File: src/rtl/card_dealer_if.sv
// Bundle of game-FSM handshake, shuffled-deck RAM port and dealt-card results
// between the card dealer and its neighbours.
interface card_dealer_if #(
  parameter int unsigned ADDR_W = 6,
  parameter int unsigned DATA_W = 4
);
  localparam int unsigned LEFT_W = 6;
  localparam int unsigned PTS_W  = 4;

  logic              enable;
  logic              request;
  logic [DATA_W-1:0] memData;
  logic [ADDR_W-1:0] nextA;
  logic              memClock;
  logic              wren;
  logic              busy;
  logic              card_valid;
  logic [DATA_W-1:0] card;
  logic [PTS_W-1:0]  points;
  logic              bad_card;
  logic [LEFT_W-1:0] cards_left;
  logic              empty;

  // Game FSM / RAM side
  modport master (
    output enable, request, memData,
    input  nextA, memClock, wren, busy, card_valid, card, points, bad_card,
           cards_left, empty
  );

  // Dealer side
  modport slave (
    input  enable, request, memData,
    output nextA, memClock, wren, busy, card_valid, card, points, bad_card,
           cards_left, empty
  );
endinterface

File: src/rtl/card_dealer.sv
// Sequential reader of the shuffled deck: fetches one card per request over the
// shared RAM port and reports its code, point value and the cards remaining.
module card_dealer #(
  parameter int unsigned DECK_SIZE = 52,
  parameter int unsigned ADDR_W    = 6,
  parameter int unsigned DATA_W    = 4,
  parameter int unsigned BASE_ADDR = 0
) (
  input  logic          clock,
  input  logic          resetn,
  card_dealer_if.slave  bus
);
  localparam int unsigned LEFT_W = 6;
  localparam int unsigned PTS_W  = 4;

  typedef enum logic [2:0] {
    S_IDLE, S_READY, S_FETCH, S_STROBE, S_CAPTURE, S_DONE, S_EMPTY
  } state_e;

  state_e            state_q, state_d;
  logic [ADDR_W-1:0] ptr_q, ptr_d;
  logic [LEFT_W-1:0] left_q, left_d;
  logic [DATA_W-1:0] card_q, card_d;
  logic [PTS_W-1:0]  points_q, points_d;
  logic              bad_q, bad_d;
  logic              mem_clock_q, busy_q, card_valid_q, empty_q;
  logic [PTS_W-1:0]  dec_points;
  logic              dec_bad;

  // Point value of the word currently on the RAM read bus
  always_comb begin
    dec_points = '0;
    dec_bad    = 1'b0;
    if (bus.memData >= DATA_W'(1) && bus.memData <= DATA_W'(10)) begin
      dec_points = PTS_W'(bus.memData);
    end else if (bus.memData >= DATA_W'(11) && bus.memData <= DATA_W'(13)) begin
      dec_points = PTS_W'(10);
    end else begin
      dec_bad = 1'b1;
    end
  end

  // Next-state and datapath updates; enable low aborts everything back to IDLE
  always_comb begin
    state_d  = state_q;
    ptr_d    = ptr_q;
    left_d   = left_q;
    card_d   = card_q;
    points_d = points_q;
    bad_d    = bad_q;
    if (!bus.enable) begin
      state_d = S_IDLE;
      ptr_d   = ADDR_W'(BASE_ADDR);
      left_d  = LEFT_W'(DECK_SIZE);
    end else begin
      unique case (state_q)
        S_IDLE:   state_d = S_READY;
        S_READY: begin
          if (left_q == '0)     state_d = S_EMPTY;
          else if (bus.request) state_d = S_FETCH;
        end
        S_FETCH:  state_d = S_STROBE;
        S_STROBE: state_d = S_CAPTURE;
        S_CAPTURE: begin
          state_d  = S_DONE;
          card_d   = bus.memData;
          points_d = dec_points;
          bad_d    = dec_bad;
        end
        S_DONE: begin
          state_d = S_READY;
          ptr_d   = ptr_q + ADDR_W'(1);
          left_d  = left_q - LEFT_W'(1);
        end
        S_EMPTY:  state_d = S_EMPTY;
        default:  state_d = S_IDLE;
      endcase
    end
  end

  // State, datapath and state-decoded strobes, registered together
  always_ff @(posedge clock or negedge resetn) begin
    if (!resetn) begin
      state_q      <= S_IDLE;
      ptr_q        <= ADDR_W'(BASE_ADDR);
      left_q       <= LEFT_W'(DECK_SIZE);
      card_q       <= '0;
      points_q     <= '0;
      bad_q        <= 1'b0;
      mem_clock_q  <= 1'b0;
      busy_q       <= 1'b0;
      card_valid_q <= 1'b0;
      empty_q      <= 1'b0;
    end else begin
      state_q      <= state_d;
      ptr_q        <= ptr_d;
      left_q       <= left_d;
      card_q       <= card_d;
      points_q     <= points_d;
      bad_q        <= bad_d;
      mem_clock_q  <= (state_d == S_STROBE);
      busy_q       <= (state_d == S_FETCH) || (state_d == S_STROBE) ||
                      (state_d == S_CAPTURE) || (state_d == S_DONE);
      card_valid_q <= (state_d == S_DONE);
      empty_q      <= (state_d == S_EMPTY);
    end
  end

  assign bus.nextA      = ptr_q;
  assign bus.memClock   = mem_clock_q;
  assign bus.wren       = 1'b0;
  assign bus.busy       = busy_q;
  assign bus.card_valid = card_valid_q;
  assign bus.card       = card_q;
  assign bus.points     = points_q;
  assign bus.bad_card   = bad_q;
  assign bus.cards_left = left_q;
  assign bus.empty      = empty_q;
endmodule

File: src/flat_wrapper.sv
// flat-port wrapper written by rule: the top's interface ports become plain ports
module card_dealer_flat 
#(
  parameter int unsigned DECK_SIZE = 52,
  parameter int unsigned ADDR_W    = 6,
  parameter int unsigned DATA_W    = 4,
  parameter int unsigned BASE_ADDR = 0
)
  (clock, resetn, bus_enable, bus_request, bus_memData, bus_nextA, bus_memClock, bus_wren, bus_busy, bus_card_valid, bus_card, bus_points, bus_bad_card, bus_cards_left, bus_empty);
  card_dealer_if #(.ADDR_W(ADDR_W), .DATA_W(DATA_W)) bus_i ();
  input  logic clock;
  input  logic resetn;
  input wire logic [$bits(bus_i.enable)-1:0] bus_enable;
  input wire logic [$bits(bus_i.request)-1:0] bus_request;
  input wire logic [$bits(bus_i.memData)-1:0] bus_memData;
  output wire logic [$bits(bus_i.nextA)-1:0] bus_nextA;
  output wire logic [$bits(bus_i.memClock)-1:0] bus_memClock;
  output wire logic [$bits(bus_i.wren)-1:0] bus_wren;
  output wire logic [$bits(bus_i.busy)-1:0] bus_busy;
  output wire logic [$bits(bus_i.card_valid)-1:0] bus_card_valid;
  output wire logic [$bits(bus_i.card)-1:0] bus_card;
  output wire logic [$bits(bus_i.points)-1:0] bus_points;
  output wire logic [$bits(bus_i.bad_card)-1:0] bus_bad_card;
  output wire logic [$bits(bus_i.cards_left)-1:0] bus_cards_left;
  output wire logic [$bits(bus_i.empty)-1:0] bus_empty;
  assign bus_i.enable = bus_enable;
  assign bus_i.request = bus_request;
  assign bus_i.memData = bus_memData;
  assign bus_nextA = bus_i.nextA;
  assign bus_memClock = bus_i.memClock;
  assign bus_wren = bus_i.wren;
  assign bus_busy = bus_i.busy;
  assign bus_card_valid = bus_i.card_valid;
  assign bus_card = bus_i.card;
  assign bus_points = bus_i.points;
  assign bus_bad_card = bus_i.bad_card;
  assign bus_cards_left = bus_i.cards_left;
  assign bus_empty = bus_i.empty;
  card_dealer #(.DECK_SIZE(DECK_SIZE), .ADDR_W(ADDR_W), .DATA_W(DATA_W), .BASE_ADDR(BASE_ADDR)) u_core (.clock(clock), .resetn(resetn), .bus(bus_i));
endmodule
File: config.mk
export PLATFORM = sky130hd
export DESIGN_NAME = card_dealer_flat
export DESIGN_NICKNAME = d
export VERILOG_FILES = /design/src/rtl/card_dealer_if.sv /design/src/rtl/card_dealer.sv /design/src/flat_wrapper.sv
export SDC_FILE = /design/constraint.sdc
export NUM_CORES = 1
export LEC_CHECK = 0
export ABC_AREA = 1
export CAP_MARGIN = 10
export CORE_MARGIN = 2
export CORE_UTILIZATION = 51
export DETAILED_ROUTE_END_ITERATION = 6
export HOLD_SLACK_MARGIN = 0.03
export PLACE_DENSITY = 0.83
export SYNTH_ARGS = -nofsm -noshare
export SYNTH_HDL_FRONTEND = slang
export SYNTH_SLANG_ARGS = --single-unit
export TNS_END_PERCENT = 1
File: constraint.sdc
create_clock -name clock -period 2.8 [get_ports clock]
set_input_delay 0.28 -clock clock [delete_from_list [all_inputs] [get_ports clock]]
set_output_delay 0.28 -clock clock [all_outputs]
set_load 0.05 [all_outputs]
==> results.tsv, run 1 <==
stage	metric	value	unit
status	outcome	completed	
place	io_buffers	32	
layout	nFillCells	216	
routing	drc_errors	0	
global_routing	overflow	0	
sta	period_minus_slack	2.00	ns
routing	drt-initial-drc-count	18	
global_routing	grt_max_degree	29	
global_routing	grt_usage	20.9	%
die	start_util	53.7	%
clock_network	cts_tree	done	
routing	routedWlPerCell	12.1	um
worst_setup_path	rr_worst_depth	10	
sta	finalSetupViolCount	0	
worst_setup_path	cp_num_buf_inv	1	
worst_setup_path	crit_arrival	1.72	ns
layout	diodes	0	
sta	finClkSkew	0.00395	ns
layout	fin_util	69.3	%
layout	mostFrequentLayoutCells	nand2_1, clkdlybuf4s50_1, dfrtp_1, inv_1, nor2_1	
die	pin_count	34	
routing	vias	1091	
synth	synth-seq-cells	28	
worst_setup_path	start_kind	flip-flop	
synth	syn_area_per_cell	8.68	sq um
worst_setup_path	path_max_fanout	4	
global_routing	grt_pass1_vias	1037	
clock_network	clockBufferDepth	2	
routing	dr.pass1.iters	4	
die	die_x	54.9	um
sta	hold-worst-slack	0.297	ns
sta	worst_slack	0.797	ns
worst_setup_path	r2r-start	u_core.bus.cards_left[0]$_DFFE_PN0P_	
synth	yosysWarnings	0	
layout	area_growth_syn_to_layout	28.9	%
clock_network	cts_buffers	3	
worst_setup_path	path_depth	1	
clock_network	clock_latency	0.33	ns
synth	synth_cell_types	31	
worst_setup_path	max_stage_delay	0.80	ns
sta	tns	0	ns
routing	wirelength	2610	um
layout	final_common_cell	nand2_1	
worst_setup_path	path_cells	clkdlybuf4s50_1	
global_routing	antenna_found_initial	0	
worst_setup_path	cpLargestDelayFamily	buffers and inverters	
layout	fin_cells	216	
clock_network	cts_sinks	28	
global_routing	grt_pass1_wl	4410	um
min_path	hp-class	input port to async pin	
synth	syn_nets	162	
sta	maxSlewHeadroom	65.4	%
synth	seq_area_frac_synth	53.4	%
place	place_congestion	0.816	
worst_setup_path	r2r-end	u_core.bus.busy$_DFF_PN0_	
routing	ant_nets	0	
pwr	irDropWorstVdd	0.000619	V
sta	finalHoldViolCount	0	
die	dieArea	0.00301	sq mm
clock_network	cts_root_buffer	clkbuf_4	
layout	drive_gt1_share	10.2	%
flow_run	drv_cap	0	
sta	drv_slew	0	
synth	synth_cells	152	
layout	finalNetCount	197	
sta	grt_setup_unrepaired	false	
die	die_h	54.9	um
place	pre_cts_ws	0.955	ns
worst_setup_path	worstSetupPathType	flip-flop to output port	
synth	syn-cell-area	0.00132	sq mm
clock_network	clk_pin_slew_worst_paths	0.14	ns
routing	viasPerCell	5.05	
clock_network	post_cts_resized	0	
pwr	p_per_area	570	mW/mm^2
worst_setup_path	cpMaxStageDelayCell	clkdlybuf4s50_1	
sta	tightestPinTransition	0.518	ns
worst_setup_path	crit_end	bus_cards_left[5]	
die	core.rowCount	18	
worst_setup_path	endpoint_kind	output port	
worst_setup_path	critPathRequiredTime	2.52	ns
sta	finalCritPeriodShare	71.5	%
sta	fmax	499	MHz
die	coreArea	0.00245	sq mm
place	dp.cells	212	
clock_network	post_cts_buffers	0	
clock_network	cts-hold-fix-buffers	0	
clock_network	htree_levels	1	
place	hpwl	2030	um
worst_setup_path	startpoint	u_core.bus.cards_left[5]$_DFFE_PN1P_	
pwr	p_leak	0.000836	uW
worst_setup_path	rrSetupSlack	1.38	ns
-- layer usage --
layer  track usage (%)  routed length [um]
met1              26.2                1150
met2              34.5                1310
met3              3.55                  95
met4              10.0                  56
met5                 0                   0
-- cells in the mapped netlist --
master	number	area (sq um)
nand2_1	38	143
dfrtp_1	25	626
inv_1	22	82.6
nor2_1	13	48.8
o21ai_0	10	50.1
nand3_1	6	30.0
a21oi_1	5	25.0
o21ai_1	4	20.0
dfstp_2	3	78.8
ha_1	2	25.0
inv_2	2	7.51
nor2_4	2	22.5
nor3_1	2	10.0
a22o_1	1	8.76
a31oi_1	1	6.26
buf_2	1	5.00
buf_4	1	7.51
clkbuf_4	1	7.51
conb_1	1	3.75
nand2_2	1	6.26
nand3_2	1	10.0
nand3_4	1	17.5
nor2_2	1	6.26
nor3_2	1	10.0
nor3_4	1	16.3
o21ai_2	1	8.76
o21bai_1	1	7.51
o22ai_1	1	6.26
o31ai_1	1	7.51
or2_1	1	6.26
xnor2_1	1	8.76
-- area by class of cell --
| class | count | area (sq um) | area share [%] |
|---|---|---|---|
| tap | 30 | 37.5 | 2.21 |
| inverter | 24 | 90.1 | 5.30 |
| multi-input combinational | 97 | 504 | 29.7 |
| clock buffer | 4 | 36.3 | 2.13 |
| timing repair buffer | 33 | 328 | 19.3 |
| sequential | 28 | 704 | 41.4 |
-- worst min-delay path by stage --
| stage | from | endpoint | slack [ns] | depth (start not counted) |
|---|---|---|---|---|
| 2_1_floorplan | resetn | u_core.bus.bad_card$_DFFE_PN0P_ | -0.02 | 0 |
| 3_3_place_gp | u_core.bus.points[3]$_DFFE_PN0P_ | u_core.bus.points[3]$_DFFE_PN0P_ | 0.47 | 2 |
| 4_1_cts | resetn | u_core.bus.nextA[5]$_DFFE_PN0P_ | 0.29 | 2 |
| 3_5_place_dp | u_core.bus.points[3]$_DFFE_PN0P_ | u_core.bus.points[3]$_DFFE_PN0P_ | 0.48 | 2 |
| 5_1_grt | resetn | u_core.state_q[2]$_DFF_PN0_ | 0.30 | 2 |
| 6_report | resetn | u_core.bus.nextA[5]$_DFFE_PN0P_ | 0.30 | 2 |
-- metrics by stage --
stage                     area, sq um  total power, uW
after CTS                        1700              981
after global routing             1700             1020
after floorplan                  1320              670
after global placement           1660              774
final                            1700              969
after detailed placement         1660              781
-- flip-flops by register name (all words and copies together), names as in the netlist, 3 cells and up --
register	flops
u_core.bus.points	4
u_core.bus.cards_left	6
u_core.bus.nextA	6
u_core.bus.card	4
u_core.state_q	3
-- kinds of logic after synthesis --
group	Yosys count	synth area share [%]
compound gates	25	10.6
xor+xnor	1	0.664
fa+ha+maj	2	1.90
buf+inv	27	8.35
flops	28	53.4
other cells	1	0.284
simple gates	68	24.8
-- power breakdown --
group	internal, uW	total [uW]	switching (uW)
logic	96.3	301	205
registers	445	470	25.1
clock network	79.8	198	118
(Power assumes the default switching activity.)
==> inputs of run 2 (changes only) <==
CORE_UTILIZATION = 43   (was 51)
PLACE_DENSITY = 0.75   (was 0.83)
clock period = 1.7 ns   (was 2.8 ns; I/O delays follow)
==> run 2 against run 1 <==
Combinational power increased by 59%. Die area grew 17%. Clock skew up 0.0037 ns. Sequential share of layout area down 0.92 points. Via count is 1.5% higher. First-iteration DRC count grew to 2.6 times the previous value. Utilization fell by 11 points. Count of clock-buffer cells in the layout down 1. Register-to-register slack worse by 1.1 ns. Critical path type unchanged.
==> results.tsv, run 2 (synthesis results as in run 1) <==
stage	metric	value	unit
status	outcome	completed	
clock_network	cts_buffers	3	
routing	wirelength	2620	um
routing	routedWlPerCell	11.8	um
worst_setup_path	path_cells	dlygate4sd2_1	
flow_run	drv_cap	0	
sta	grt_setup_unrepaired	false	
pwr	p_per_area	967	mW/mm^2
sta	finalHoldViolCount	0	
sta	maxSlewHeadroom	66.3	%
pwr	p_leak	0.00108	uW
die	pin_count	34	
sta	finClkSkew	0.00760	ns
die	start_util	44.3	%
die	coreArea	0.00298	sq mm
layout	final_common_cell	nand2_1	
die	core.rowCount	20	
layout	finalNetCount	199	
layout	drive_gt1_share	15.4	%
worst_setup_path	critPathRequiredTime	1.53	ns
routing	drt-initial-drc-count	47	
place	io_buffers	32	
place	place_congestion	0.835	
worst_setup_path	endpoint_kind	output port	
global_routing	grt_max_degree	29	
routing	ant_nets	0	
clock_network	cts_root_buffer	clkbuf_4	
worst_setup_path	worstSetupPathType	flip-flop to output port	
global_routing	grt_usage	17.1	%
min_path	hp-class	input port to async pin	
clock_network	htree_levels	1	
clock_network	clockBufferDepth	2	
worst_setup_path	start_kind	flip-flop	
die	die_x	59.4	um
worst_setup_path	max_stage_delay	0.53	ns
clock_network	cts_sinks	28	
pwr	irDropWorstVdd	0.000435	V
routing	vias	1107	
sta	tns	0	ns
place	hpwl	1960	um
worst_setup_path	cp_num_buf_inv	1	
global_routing	overflow	0	
global_routing	antenna_found_initial	0	
sta	hold-worst-slack	0.181	ns
global_routing	grt_pass1_vias	1035	
clock_network	clock_latency	0.33	ns
clock_network	cts_tree	done	
sta	fmax	700	MHz
global_routing	grt_pass1_wl	4470	um
die	die_h	59.4	um
layout	area_growth_syn_to_layout	31.9	%
worst_setup_path	cpLargestDelayFamily	buffers and inverters	
routing	drc_errors	0	
sta	finalCritPeriodShare	84.0	%
sta	finalSetupViolCount	0	
die	dieArea	0.00353	sq mm
routing	viasPerCell	5.01	
clock_network	clk_pin_slew_worst_paths	0.15	ns
worst_setup_path	cpMaxStageDelayCell	dlygate4sd2_1	
sta	drv_slew	0	
clock_network	cts-hold-fix-buffers	0	
worst_setup_path	crit_arrival	1.26	ns
clock_network	post_cts_resized	5	
worst_setup_path	path_max_fanout	2	
sta	tightestPinTransition	0.504	ns
layout	diodes	0	
clock_network	post_cts_buffers	0	
layout	mostFrequentLayoutCells	nand2_1, dfrtp_1, inv_1, nor2_1, dlymetal6s2s_1	
routing	dr.pass1.iters	4	
sta	period_minus_slack	1.43	ns
==> run 2: cell type report <==
class	count	area (sq um)
timing repair buffer	35	347
multi-input combinational	97	504
tap	33	41.3
fill	265	1240
inverter	24	90.1
sequential	28	704
clock inverter	1	30.0
clock buffer	3	22.5
==> run 2: through the flow <==
step	util (%)	power [uW]	cells	worst slack (ns)	area (sq um)
final	58.4	1680	221	0.272	1740
after global placement	55.8	1270	217	0.347	1660
after CTS	57.4	1710	221	0.000355	1710
after global routing	58.4	1770	221	0.161	1740
after detailed placement	55.8	1280	217	0.336	1660
after floorplan	-	1100	152	0.106	1320
==> run 2: routing by layer <==
layer  share of wire, %  vias up  global-route usage, %
met5                  0        -                      0
met4                1.9        0                   7.79
met3                4.5        5                   1.97
met2                 52       31                   28.7
met1                 42      523                   21.9
li1                   -      548                      -
==> run 2: worst paths after layout <==
| check | from | to | slack (ns) | cells after the start |
|---|---|---|---|---|
| worst max-delay path | u_core.bus.card[3]$_DFFE_PN0P_ | bus_card[3] | 0.27 | 1 |
| worst min-delay path | resetn | u_core.bus.card_valid$_DFF_PN0_ | 0.18 | 2 |
| worst max register to register | u_core.bus.cards_left[0]$_DFFE_PN0P_ | u_core.bus.busy$_DFF_PN0_ | 0.31 | 10 |
| worst min register to register | u_core.bus.card[2]$_DFFE_PN0P_ | u_core.bus.card[2]$_DFFE_PN0P_ | 0.49 | 2 |
| max in group asynchronous | resetn | u_core.bus.cards_left[4]$_DFFE_PN1P_ | 1.22 | 2 |
| min in group clock | bus_memData[0] | u_core.bus.card[0]$_DFFE_PN0P_ | 0.44 | 3 |
==> run 2: power by group <==
group          switching, uW  internal, uW
sequential              36.4           733
clock                    194           239
combinational            336           144
==> inputs of run 3 (changes only) <==
clock period = 1.1 ns   (was 1.7 ns; I/O delays follow)
==> run 3 against run 2 <==
The run now ends with negative setup slack left. Utilization grew 20 points. First-iteration DRC count increased by 68%. Register-to-register slack got worse by 0.53 ns. Setup slack lost 0.49 ns. Critical endpoint is now u_core.bus.busy$_DFF_PN0_. Sequential power is 64% higher. Critical path type is now flip-flop to flip-flop. Design area rose by 35%. Critical path depth increased by 7. Total power is 70% higher. Largest cell class is now non-clock buffers.
==> results.tsv, run 3 (synthesis results as in run 1) <==
stage	metric	value	unit
clock_network	clock_latency	0.34	ns
layout	mostFrequentLayoutCells	nand2_1, buf_12, buf_4, dfrtp_1, inv_1	
flow_run	drv_cap	0	
routing	wirelength	3810	um
sta	drv_slew	0	
global_routing	grt_max_degree	29	
die	start_util	44.3	%
place	place_congestion	0.864	
global_routing	grt_pass1_wl	5240	um
worst_setup_path	critPathRequiredTime	1.36	ns
routing	drc_errors	0	
worst_setup_path	worstSetupPathType	flip-flop to flip-flop	
die	pin_count	34	
sta	finalCritPeriodShare	120	%
layout	area_growth_syn_to_layout	78.1	%
worst_setup_path	path_max_fanout	2	
die	coreArea	0.00298	sq mm
pwr	seq_power_share	43.9	%
layout	diodes	0	
sta	worst_slack	-0.219	ns
worst_setup_path	critPathMostFrequentCell	nand2_1	
clock_network	clockBufferDepth	2	
die	dieArea	0.00353	sq mm
min_path	hp-class	input port to async pin	
clock_network	clk_pin_slew_worst_paths	0.15	ns
routing	drt-initial-drc-count	79	
routing	routedWlPerCell	15.3	um
place	dpl_cell_area	0.00212	sq mm
pwr	netSwitchingPower	1020	uW
layout	regArea	714	sq um
place	hpwl	2510	um
layout	fin_cells	248	
die	die_x	59.4	um
pwr	switching_share	35.5	%
clock_network	htree_levels	1	
die	core.rowCount	20	
clock_network	cts_root_buffer	clkbuf_4	
worst_setup_path	crit_arrival	1.58	ns
worst_setup_path	r2r-start	u_core.bus.cards_left[3]$_DFFE_PN0P_	
sta	period_minus_slack	1.32	ns
place	io_buffers	32	
worst_setup_path	path_cells	nor2_1, nand3_4, nand2_1, nand2_1, nand2_2, nand3_2, nand2_1, inv_1	
worst_setup_path	cpLargestDelayFamily	simple AND/OR/NAND/NOR gates	
pwr	irDropWorstVdd	0.000747	V
layout	drive_gt1_share	50.2	%
sta	grt_setup_unrepaired	true	
worst_setup_path	rr_worst_depth	8	
worst_setup_path	start_kind	flip-flop	
worst_setup_path	cpMaxStageDelayCell	dfrtp_1	
status	outcome	finished with violations	
routing	viasPerCell	5.24	
pwr	comb_power_share	38.1	%
layout	multi_input_area	612	sq um
global_routing	antenna_found_initial	0	
sta	finClkSkew	0.00325	ns
worst_setup_path	r2r-end	u_core.bus.busy$_DFF_PN0_	
place	dp.cells	238	
layout	nFillCells	162	
status	violations	negative setup slack	
layout	finalNetCount	226	
pwr	p_int	1840	uW
routing	dr.pass1.iters	4	
pwr	p_leak	0.00113	uW
global_routing	grt_pass1_vias	1178	
sta	finalSetupViolCount	37	
clock_network	cts_buffers	3	
sta	finalHoldViolCount	0	
sta	fmax	758	MHz
pwr	clkPwrFrac	18.0	%
routing	vias	1300	
clock_network	cts-hold-fix-buffers	0	
clock_network	cts_tree	done	
global_routing	overflow	0	
global_routing	grt_usage	19.9	%
pwr	p_per_area	1220	mW/mm^2
die	die_h	59.4	um
routing	ant_nets	0	
worst_setup_path	rrSetupSlack	-0.22	ns
clock_network	cts_sinks	28	
worst_setup_path	max_stage_delay	0.44	ns
worst_setup_path	cp_num_buf_inv	1	
layout	design_area	0.00235	sq mm
worst_setup_path	endpoint_kind	flip-flop	
worst_setup_path	path_depth	8	
==> run 3: layer usage <==
metal | part of all wire [%] | GRT usage [%] | routed length (um)
met1 | 38 | 26.0 | 1460
met5 | 0 | 0 | 0
met2 | 55 | 33.3 | 2100
met4 | 2.2 | 7.47 | 82
met3 | 4.4 | 2.84 | 166
==> run 3: timing repair <==
action	4_1_cts	5_1_grt
setup buffers	1	5
resized for setup	30	18
endpoints found under the setup margin	37	37
pin swaps	4	6
==> run 3: power groups by stage <==
stage	logic, uW	clock network (uW)	registers, uW
CTS	1060	518	1250
floorplan	160	0	1550
global route	1130	565	1260
detailed placement	1030	0	1270
global placement	1010	0	1260
finish	1090	516	1260
==> run 3: per-stage QoR <==
stage	worst slack [ns]	total power, uW	util [%]	hold slack (ns)	setup TNS [ns]
6_report	-0.219	2860	78.9	0.0984	-3.53
5_1_grt	-0.261	2960	78.9	0.108	-5.13
4_1_cts	-0.159	2820	75.3	0.109	-2.04
3_5_place_dp	-0.190	2300	71.3	0.488	-2.88
3_3_place_gp	-0.147	2270	71.3	0.486	-1.89
2_1_floorplan	-0.248	1710	-	-0.186	-1.91
==> run 3: final cells by class <==
class / instances / share of cell area [%]
Inverter: 24 / 3.84
Timing Repair Buffer: 62 / 36.4
Clock buffer: 4 / 1.55
Multi-Input combinational cell: 97 / 26.1
Sequential cell: 28 / 30.4
Tap cell: 33 / 1.76
==> run 3: worst max-delay path by stage <==
stage / start / to / slack [ns]
after floorplan: u_core.bus.cards_left[5]$_DFFE_PN1P_ / u_core.bus.busy$_DFF_PN0_ / -0.25
after global placement: bus_enable / u_core.bus.nextA[1]$_DFFE_PN0P_ / -0.15
after detailed placement: bus_enable / u_core.bus.cards_left[0]$_DFFE_PN0P_ / -0.19
after CTS: u_core.bus.cards_left[5]$_DFFE_PN1P_ / bus_cards_left[5] / -0.16
after global routing: u_core.bus.cards_left[1]$_DFFE_PN0P_ / u_core.bus.busy$_DFF_PN0_ / -0.26
final: u_core.bus.cards_left[3]$_DFFE_PN0P_ / u_core.bus.busy$_DFF_PN0_ / -0.22
